File: src/rtl/muldiv_pkg.sv
// -----------------------------------------------------------------------------
// muldiv_pkg
// Shared definitions for the sequential RV32M multiply/divide unit:
//   - op_e     : funct3 encodings of the M-extension operations
//   - state_e  : FSM state encodings (IDLE, CALC, DONE)
//   - ITER_CNT : number of one-bit iterations per operation
//   - CNT_W    : width of the iteration counter
//   - helpers  : operand signedness / operation class decode
// -----------------------------------------------------------------------------
package muldiv_pkg;

  localparam int ITER_CNT = 32;
  localparam int CNT_W    = 6;

  typedef enum logic [2:0] {
    OP_MUL    = 3'd0,
    OP_MULH   = 3'd1,
    OP_MULHSU = 3'd2,
    OP_MULHU  = 3'd3,
    OP_DIV    = 3'd4,
    OP_DIVU   = 3'd5,
    OP_REM    = 3'd6,
    OP_REMU   = 3'd7
  } op_e;

  typedef enum logic [1:0] {
    ST_IDLE = 2'd0,
    ST_CALC = 2'd1,
    ST_DONE = 2'd2
  } state_e;

  // Divide-class operations all have funct3[2] set.
  function automatic logic op_is_div(input logic [2:0] op);
    return op[2];
  endfunction

  // Remainder operations: REM / REMU.
  function automatic logic op_is_rem(input logic [2:0] op);
    return op[2] & op[1];
  endfunction

  // rs1 is interpreted as signed for MULH, MULHSU, DIV and REM. MUL is treated
  // as unsigned because the low half of the product does not depend on sign.
  function automatic logic op_rs1_signed(input logic [2:0] op);
    logic s;
    case (op)
      OP_MULH, OP_MULHSU, OP_DIV, OP_REM: s = 1'b1;
      default:                            s = 1'b0;
    endcase
    return s;
  endfunction

  // rs2 is interpreted as signed for MULH, DIV and REM only.
  function automatic logic op_rs2_signed(input logic [2:0] op);
    logic s;
    case (op)
      OP_MULH, OP_DIV, OP_REM: s = 1'b1;
      default:                 s = 1'b0;
    endcase
    return s;
  endfunction

endpackage

File: src/rtl/muldiv_if.sv
// -----------------------------------------------------------------------------
// muldiv_if
// Handshake/bus bundle between the core control unit and muldiv_seq.
//   start  : level from cu while the current instruction is M-extension
//   op     : funct3 of the operation
//   rs1    : operand A
//   rs2    : operand B
//   kill   : abort the in-flight operation
//   stall  : freeze PC and register-file write
//   done   : one-cycle pulse, result valid
//   result : operation result
//   busy   : unit not idle
// master = control-unit side, slave = muldiv_seq side.
// -----------------------------------------------------------------------------
interface muldiv_if #(parameter int XLEN = 32);

  logic            start;
  logic [2:0]      op;
  logic [XLEN-1:0] rs1;
  logic [XLEN-1:0] rs2;
  logic            kill;
  logic            stall;
  logic            done;
  logic [XLEN-1:0] result;
  logic            busy;

  modport master (
    output start, op, rs1, rs2, kill,
    input  stall, done, result, busy
  );

  modport slave (
    input  start, op, rs1, rs2, kill,
    output stall, done, result, busy
  );

endinterface

File: src/rtl/muldiv_step.sv
// -----------------------------------------------------------------------------
// muldiv_step
// One combinational iteration of the unsigned datapath.
//   Multiply (shift-add): {hi,lo} holds the partial product with the multiplier
//     in lo; when lo[0] is set the multiplicand is added into hi, then the
//     whole pair shifts right by one.
//   Divide (restoring): hi is the partial remainder, lo the dividend/quotient;
//     {hi,lo[msb]} is trial-subtracted by the divisor and the quotient bit is
//     shifted into lo[0].
// Ports:
//   i_is_div : 1 = divide step, 0 = multiply step
//   i_hi     : high half of working pair
//   i_lo     : low half of working pair
//   i_opnd   : multiplicand (mul) or divisor (div) magnitude
//   o_hi     : next high half
//   o_lo     : next low half
// -----------------------------------------------------------------------------
module muldiv_step #(
  parameter int XLEN = 32
) (
  input  logic            i_is_div,
  input  logic [XLEN-1:0] i_hi,
  input  logic [XLEN-1:0] i_lo,
  input  logic [XLEN-1:0] i_opnd,
  output logic [XLEN-1:0] o_hi,
  output logic [XLEN-1:0] o_lo
);

  logic [XLEN:0]   w_sum;
  logic [XLEN:0]   w_shifted;
  logic [XLEN+1:0] w_diff;
  logic            w_ge;

  // Single multiply or divide iteration selected by i_is_div.
  always_comb begin
    w_sum     = {(XLEN+1){1'b0}};
    w_shifted = {(XLEN+1){1'b0}};
    w_diff    = {(XLEN+2){1'b0}};
    w_ge      = 1'b0;
    o_hi      = i_hi;
    o_lo      = i_lo;
    if (i_is_div) begin
      w_shifted = {i_hi, i_lo[XLEN-1]};
      w_diff    = {1'b0, w_shifted} - {2'b00, i_opnd};
      // Remainder is always below the divisor, so the restored value fits XLEN.
      w_ge      = ~w_diff[XLEN+1];
      o_hi      = w_ge ? w_diff[XLEN-1:0] : w_shifted[XLEN-1:0];
      o_lo      = {i_lo[XLEN-2:0], w_ge};
    end else begin
      w_sum = {1'b0, i_hi} + (i_lo[0] ? {1'b0, i_opnd} : {(XLEN+1){1'b0}});
      o_hi  = w_sum[XLEN:1];
      o_lo  = {w_sum[0], i_lo[XLEN-1:1]};
    end
  end

endmodule

File: src/rtl/muldiv_seq.sv
// -----------------------------------------------------------------------------
// muldiv_seq
// Sequential RV32M multiply/divide unit: one result bit per cycle over 32
// CALC cycles on unsigned magnitudes, with sign fix-up on CALC->DONE.
// Divide-by-zero and signed overflow bypass CALC and complete in one cycle.
// Ports:
//   clk   : rising-edge clock
//   reset : asynchronous active-low reset
//   bus   : muldiv_if.slave (start/op/rs1/rs2/kill in, stall/done/result/busy out)
// The core ANDs ~stall into its PC-enable and register-file write-enable.
// -----------------------------------------------------------------------------
module muldiv_seq
  import muldiv_pkg::*;
#(
  parameter int XLEN = 32
) (
  input  logic     clk,
  input  logic     reset,
  muldiv_if.slave  bus
);

  localparam logic [CNT_W-1:0] CNT_LAST = CNT_W'(ITER_CNT - 1);
  localparam logic [XLEN-1:0]  VAL_MIN  = {1'b1, {(XLEN-1){1'b0}}};
  localparam logic [XLEN-1:0]  VAL_ONES = {XLEN{1'b1}};
  localparam logic [XLEN-1:0]  VAL_ZERO = {XLEN{1'b0}};

  state_e            r_state;
  state_e            w_state_nxt;
  op_e               r_op;
  logic [XLEN-1:0]   r_hi;
  logic [XLEN-1:0]   r_lo;
  logic [XLEN-1:0]   r_opnd;
  logic [XLEN-1:0]   r_result;
  logic              r_neg_a;
  logic              r_neg_b;
  logic [CNT_W-1:0]  r_cnt;

  logic              w_issue;
  logic              w_step_en;
  logic              w_last;
  logic              w_is_div;
  logic              w_a_neg;
  logic              w_b_neg;
  logic [XLEN-1:0]   w_a_mag;
  logic [XLEN-1:0]   w_b_mag;
  logic              w_div_zero;
  logic              w_ovf;
  logic              w_fast;
  logic [XLEN-1:0]   w_fast_res;
  logic [XLEN-1:0]   w_step_hi;
  logic [XLEN-1:0]   w_step_lo;
  logic [2*XLEN-1:0] w_prod;
  logic [2*XLEN-1:0] w_prod_fix;
  logic [XLEN-1:0]   w_fix_res;

  // Issue-cycle operand decode: magnitudes, sign flags and fast-path detection.
  always_comb begin
    w_a_neg    = op_rs1_signed(bus.op) & bus.rs1[XLEN-1];
    w_b_neg    = op_rs2_signed(bus.op) & bus.rs2[XLEN-1];
    w_a_mag    = w_a_neg ? (VAL_ZERO - bus.rs1) : bus.rs1;
    w_b_mag    = w_b_neg ? (VAL_ZERO - bus.rs2) : bus.rs2;
    w_div_zero = (bus.rs2 == VAL_ZERO);
    // Only DIV/REM are both signed-rs1 and divide-class.
    w_ovf      = op_is_div(bus.op) & op_rs1_signed(bus.op) &
                 (bus.rs1 == VAL_MIN) & (bus.rs2 == VAL_ONES);
    w_fast     = op_is_div(bus.op) & (w_div_zero | w_ovf);
    if (w_div_zero) begin
      w_fast_res = op_is_rem(bus.op) ? bus.rs1 : VAL_ONES;
    end else if (w_ovf) begin
      w_fast_res = op_is_rem(bus.op) ? VAL_ZERO : VAL_MIN;
    end else begin
      w_fast_res = VAL_ZERO;
    end
  end

  // FSM state register.
  always_ff @(posedge clk or negedge reset) begin
    if (!reset) begin
      r_state <= ST_IDLE;
    end else begin
      r_state <= w_state_nxt;
    end
  end

  // FSM next-state and datapath control; kill has priority over start.
  always_comb begin
    w_state_nxt = r_state;
    w_issue     = 1'b0;
    w_step_en   = 1'b0;
    w_last      = 1'b0;
    case (r_state)
      ST_IDLE: begin
        if (bus.start && !bus.kill) begin
          w_issue     = 1'b1;
          w_state_nxt = w_fast ? ST_DONE : ST_CALC;
        end else begin
          w_state_nxt = ST_IDLE;
        end
      end
      ST_CALC: begin
        if (bus.kill) begin
          w_state_nxt = ST_IDLE;
        end else begin
          w_step_en = 1'b1;
          if (r_cnt == CNT_LAST) begin
            w_last      = 1'b1;
            w_state_nxt = ST_DONE;
          end else begin
            w_state_nxt = ST_CALC;
          end
        end
      end
      ST_DONE: begin
        // start is ignored here; the next op may issue the following cycle.
        w_state_nxt = ST_IDLE;
      end
      default: begin
        w_state_nxt = ST_IDLE;
      end
    endcase
  end

  assign w_is_div = op_is_div(r_op);

  muldiv_step #(.XLEN(XLEN)) u_step (
    .i_is_div (w_is_div),
    .i_hi     (r_hi),
    .i_lo     (r_lo),
    .i_opnd   (r_opnd),
    .o_hi     (w_step_hi),
    .o_lo     (w_step_lo)
  );

  // Sign fix-up on the final iteration output, feeding the result register.
  always_comb begin
    w_prod     = {w_step_hi, w_step_lo};
    w_prod_fix = (r_neg_a ^ r_neg_b) ? ({(2*XLEN){1'b0}} - w_prod) : w_prod;
    case (r_op)
      OP_MUL: begin
        w_fix_res = w_prod_fix[XLEN-1:0];
      end
      OP_MULH, OP_MULHSU, OP_MULHU: begin
        w_fix_res = w_prod_fix[2*XLEN-1:XLEN];
      end
      OP_DIV, OP_DIVU: begin
        // Quotient of magnitudes negated gives truncation toward zero.
        w_fix_res = (r_neg_a ^ r_neg_b) ? (VAL_ZERO - w_step_lo) : w_step_lo;
      end
      OP_REM, OP_REMU: begin
        // Remainder takes the sign of the dividend.
        w_fix_res = r_neg_a ? (VAL_ZERO - w_step_hi) : w_step_hi;
      end
      default: begin
        w_fix_res = VAL_ZERO;
      end
    endcase
  end

  // Operand latch, iteration registers, counter and result register.
  always_ff @(posedge clk or negedge reset) begin
    if (!reset) begin
      r_op     <= OP_MUL;
      r_hi     <= VAL_ZERO;
      r_lo     <= VAL_ZERO;
      r_opnd   <= VAL_ZERO;
      r_neg_a  <= 1'b0;
      r_neg_b  <= 1'b0;
      r_cnt    <= {CNT_W{1'b0}};
      r_result <= VAL_ZERO;
    end else if (w_issue) begin
      r_op    <= op_e'(bus.op);
      r_hi    <= VAL_ZERO;
      // Multiply: multiplier in lo, multiplicand as addend.
      // Divide: dividend in lo, divisor as subtrahend.
      r_lo    <= op_is_div(bus.op) ? w_a_mag : w_b_mag;
      r_opnd  <= op_is_div(bus.op) ? w_b_mag : w_a_mag;
      r_neg_a <= w_a_neg;
      r_neg_b <= w_b_neg;
      r_cnt   <= {CNT_W{1'b0}};
      if (w_fast) begin
        r_result <= w_fast_res;
      end
    end else if (w_step_en) begin
      r_hi  <= w_step_hi;
      r_lo  <= w_step_lo;
      r_cnt <= r_cnt + {{(CNT_W-1){1'b0}}, 1'b1};
      if (w_last) begin
        r_result <= w_fix_res;
      end
    end
  end

  // stall covers the issue cycle combinationally so the core freezes at once;
  // gated by reset so it reads 0 while the unit is held in reset.
  assign bus.stall  = reset & ((bus.start & (r_state == ST_IDLE) & ~bus.kill) |
                               (r_state == ST_CALC));
  assign bus.done   = (r_state == ST_DONE) & ~bus.kill;
  assign bus.busy   = (r_state != ST_IDLE);
  assign bus.result = r_result;

endmodule

File: src/flat_wrapper.sv
// flat-port wrapper written by rule: the top's interface ports become plain ports
module muldiv_seq_flat import muldiv_pkg::*;
#(
  parameter int XLEN = 32
)
  (clk, reset, bus_start, bus_op, bus_rs1, bus_rs2, bus_kill, bus_stall, bus_done, bus_result, bus_busy);
  muldiv_if #(.XLEN(XLEN)) bus_i ();
  input  logic clk;
  input  logic reset;
  input wire logic [$bits(bus_i.start)-1:0] bus_start;
  input wire logic [$bits(bus_i.op)-1:0] bus_op;
  input wire logic [$bits(bus_i.rs1)-1:0] bus_rs1;
  input wire logic [$bits(bus_i.rs2)-1:0] bus_rs2;
  input wire logic [$bits(bus_i.kill)-1:0] bus_kill;
  output wire logic [$bits(bus_i.stall)-1:0] bus_stall;
  output wire logic [$bits(bus_i.done)-1:0] bus_done;
  output wire logic [$bits(bus_i.result)-1:0] bus_result;
  output wire logic [$bits(bus_i.busy)-1:0] bus_busy;
  assign bus_i.start = bus_start;
  assign bus_i.op = bus_op;
  assign bus_i.rs1 = bus_rs1;
  assign bus_i.rs2 = bus_rs2;
  assign bus_i.kill = bus_kill;
  assign bus_stall = bus_i.stall;
  assign bus_done = bus_i.done;
  assign bus_result = bus_i.result;
  assign bus_busy = bus_i.busy;
  muldiv_seq #(.XLEN(XLEN)) u_core (.clk(clk), .reset(reset), .bus(bus_i));
endmodule
File: config.mk
export PLATFORM = sky130hd
export DESIGN_NAME = muldiv_seq_flat
export DESIGN_NICKNAME = d
export VERILOG_FILES = /design/src/rtl/muldiv_pkg.sv /design/src/rtl/muldiv_if.sv /design/src/rtl/muldiv_step.sv /design/src/rtl/muldiv_seq.sv /design/src/flat_wrapper.sv
export SDC_FILE = /design/constraint.sdc
export NUM_CORES = 1
export LEC_CHECK = 0
export ABC_AREA = 1
export CAP_MARGIN = 5
export CORE_ASPECT_RATIO = 0.75
export CORE_MARGIN = 2
export CORE_UTILIZATION = 26
export DETAILED_ROUTE_END_ITERATION = 8
export GPL_ROUTABILITY_DRIVEN = 0
export PLACE_DENSITY_LB_ADDON = 0.08
export SYNTH_ARGS = -nofsm -noshare
export SYNTH_HDL_FRONTEND = slang
export SYNTH_SLANG_ARGS = --single-unit
export TNS_END_PERCENT = 50
File: constraint.sdc
create_clock -name clk -period 8.1 [get_ports clk]
set_clock_uncertainty 0.2 [all_clocks]
set_input_delay 1.62 -clock clk [delete_from_list [all_inputs] [get_ports clk]]
set_output_delay 1.62 -clock clk [all_outputs]
set_load 0.05 [all_outputs]
==> results.ini <==
[hold_path]
hold_path.class=reg -> reg
timing.hold.worst.start=u_core.bus.result[1]
timing.hold.worst_path_depth=2
hold_path_sink=u_core.bus.result[1]

[setup_path]
cp.arrival_ps=5960
critical_path_required_ps=8250
critPathLaunchType=input pin
r2r_start=u_core.r_opnd[8]
rrSetupSlack_ps=2870
critical_path.reg2reg.endpoint=u_core.bus.result[20]
setup.worst_path.end_class=flip-flop
worst-r2r-cell-count=32
criticalPathCategory=in -> reg
critical_path.max_fanout=35

[synth]
synth_async_sr_flop_share_pct=100
synth_cell_type_count=65
synth_fp_nets=3188
syn-instance-count=3046
synth-edff-count=0
ys.warnings.count=0
yosys_most_used_dff=dfrtp_1
postSynthAreaPerCell_sq_um=5.87
fraction_of_the_yosys_area_taken_by_sequential_cells_pct=19.7
netlist_area_sq_um=17900
yosys_register_bits=141

[clocking]
total_cts_buffers=17
cts_tree=yes
cts_sinks=141
clockBufferDepth=2
post_cts_repair_timing_setup_buffer_count=0
clock_h_tree_levels=4
post_cts_gate_resize_count=0
cts-hold-fix-buffers=0
ctsRootBufferMaster=clkbuf_16
cts.reportedPaths.clkPinSlew_ps=60
worstSkewPairLatency_ps=470

[power_and_ir_drop]
finalPower_w=0.00833
peakVddDrop_uv=200
power.density_cell_area_nw_per_um2=409
power.leakage_nw=10.2

[floorplanning]
fp.dieArea_sq_um=71000
die_width_um=307
floorplan.initialDensity_pct=26.2
io-pin-count=106
die_height_um=231
core_sq_um=68200
core.rowCount=83

[layout]
layout_common_cells=nand2_1 (912), inv_1 (460), nor2_1 (265)
final_common_cell=nand2_1
final_non_filler_cells=4005
flow.area_growth_from_synthesis_pct=13.7
total_number_of_nets_in_the_final_design=3242
nFillCells=7747
fin_util_pct=29.8
drive_above_1_share_pct=7.39

[detailed_routing]
wire_per_inst_um=23.3
antenna_left=0
vias_per_cell=5.23
drt-total-wl_mm=93.5
detailedRoute.firstPassIterationCount=6
post-route-drc-count=0
dr.first_iter.drc_count=2347
via_count=20900

[timing]
final_cycle_utilization_of_the_critical_path_pct=71.7
hold_viol=0
setup_viol=0
worst_pin_slew_ps=1250
unrepaired_setup_endpoints_after_global_routing=false
final_period_minus_worst_setup_slack_ps=5810
maxClockFrequency_ghz=0.172
slew-limit-headroom_pct=16.1
max_slew_violation_total_from_the_final_report=0
setup_ws_ps=2290
final.setup.tns_ps=0

[global_routing]
grt_start_max_net_pins=78
grt_use_total_pct=25.8
grt_overflow=0
number_of_antenna_violations_at_the_first_check_in_global_routing=1
grt_first_pass_wirelength_mm=134
number_of_global_route_vias_before_repair=19300

[placement]
pre_cts_slack_ps=1990
placed_cells=3973
detailed_place_hpwl_mm=76.4
portBuffers=105

[run_status]
status=complete, no violations

[flow_run]
number_of_max_cap_violations=0

## cells in the mapped netlist, drive strengths merged, types with 2 or more instances
| cell type | count | area, sq um |
|---|---|---|
| a21o | 4 | 30.0 |
| a21oi | 163 | 842 |
| a221oi | 3 | 26.3 |
| a22oi | 19 | 143 |
| a31oi | 8 | 50.1 |
| a32oi | 2 | 17.5 |
| and2 | 2 | 12.5 |
| and3 | 3 | 18.8 |
| buf | 45 | 304 |
| clkbuf | 56 | 214 |
| clkinv | 3 | 11.3 |
| dfrtp | 141 | 3530 |
| fa | 2 | 40.0 |
| ha | 69 | 863 |
| inv | 479 | 1800 |
| nand2 | 948 | 3680 |
| nand3 | 267 | 1490 |
| nand3b | 18 | 135 |
| nand4 | 60 | 403 |
| nor2 | 303 | 1250 |
| nor3 | 42 | 220 |
| nor4 | 7 | 43.8 |
| o2111ai | 3 | 26.3 |
| o211ai | 13 | 97.6 |
| o21a | 3 | 22.5 |
| o21ai | 171 | 923 |
| o21bai | 7 | 52.6 |
| o221ai | 26 | 228 |
| o22ai | 30 | 188 |
| o31ai | 3 | 22.5 |
| or2 | 28 | 175 |
| xnor2 | 32 | 280 |
| xor2 | 79 | 692 |
## logic make-up after synthesis
kind of cell    synth area share, %
compound gates                 15.2
xor+xnor                       5.43
fa+ha+maj                      5.05
buf+inv                        13.0
flops                          19.7
simple gates                   41.5
## metrics by stage
step | hold slack, ps | instance area, sq um
final | 304 | 20300
after global routing | 332 | 20300
after CTS | 308 | 20300
after detailed placement | 286 | 19800
after global placement | 288 | 19800
after floorplan | 254 | 17900
## per-layer routing
metal	wire length, um	vias up	GRT usage, %
li1	-	9918	-
met5	40	-	0
met3	10500	64	8.83
met2	35400	923	34.2
met4	1580	6	4.98
met1	45900	10000	39.4
## worst max-delay path: stages
cell,delay (ps)
clkdlybuf4s50_1,430
inv_2,210
ha_1,210
nand2_1,80
nor3_1,430
nand3_1,170
nor2_1,210
nand4_1,140
nor2_1,170
nand2_1,80
o21ai_0,650
nand2_1,110
nand2_1,100
buf_4,370
inv_1,530
a21oi_1,350
a21oi_2,80
## final cells by class
type,instances,area (sq um),share of cell area [%]
clock inverter,9,62.6,0.308
sequential,141,3530,17.4
multi-input combinational,2322,12100,59.3
antenna,1,2.50,0.0123
clock buffer,22,474,2.33
inverter,482,1810,8.91
timing repair buffer,136,1280,6.32
tap,892,1120,5.49
## report_power, final
group	internal (W)	leakage (nW)	switching (W)
clock	0.000414	0.255	0.000357
sequential	0.000875	1.81	0.000278
combinational	0.00173	8.17	0.00468
## registers in the layout (all words and copies together) (netlist names)
signal,flops
u_core.bus.result,32
u_core.r_cnt,6
u_core.r_hi,32
u_core.r_lo,32
u_core.r_neg_a,1
u_core.r_neg_b,1
u_core.r_op,3
u_core.r_opnd,32
u_core.r_state,2
## worst max-delay path by stage
stage	from	to	slack (ps)	cells after the start
CTS	bus_rs1[0]	u_core.bus.result[26]	2470	17
global route	bus_rs1[0]	u_core.bus.result[29]	2100	17
floorplan	bus_kill	bus_stall	2800	6
finish	bus_rs1[0]	u_core.bus.result[26]	2290	17
detailed placement	bus_rs1[0]	u_core.bus.result[26]	1990	17
global placement	bus_rs2[0]	u_core.bus.result[26]	2030	19
Power figures use the tool's default switching activity.
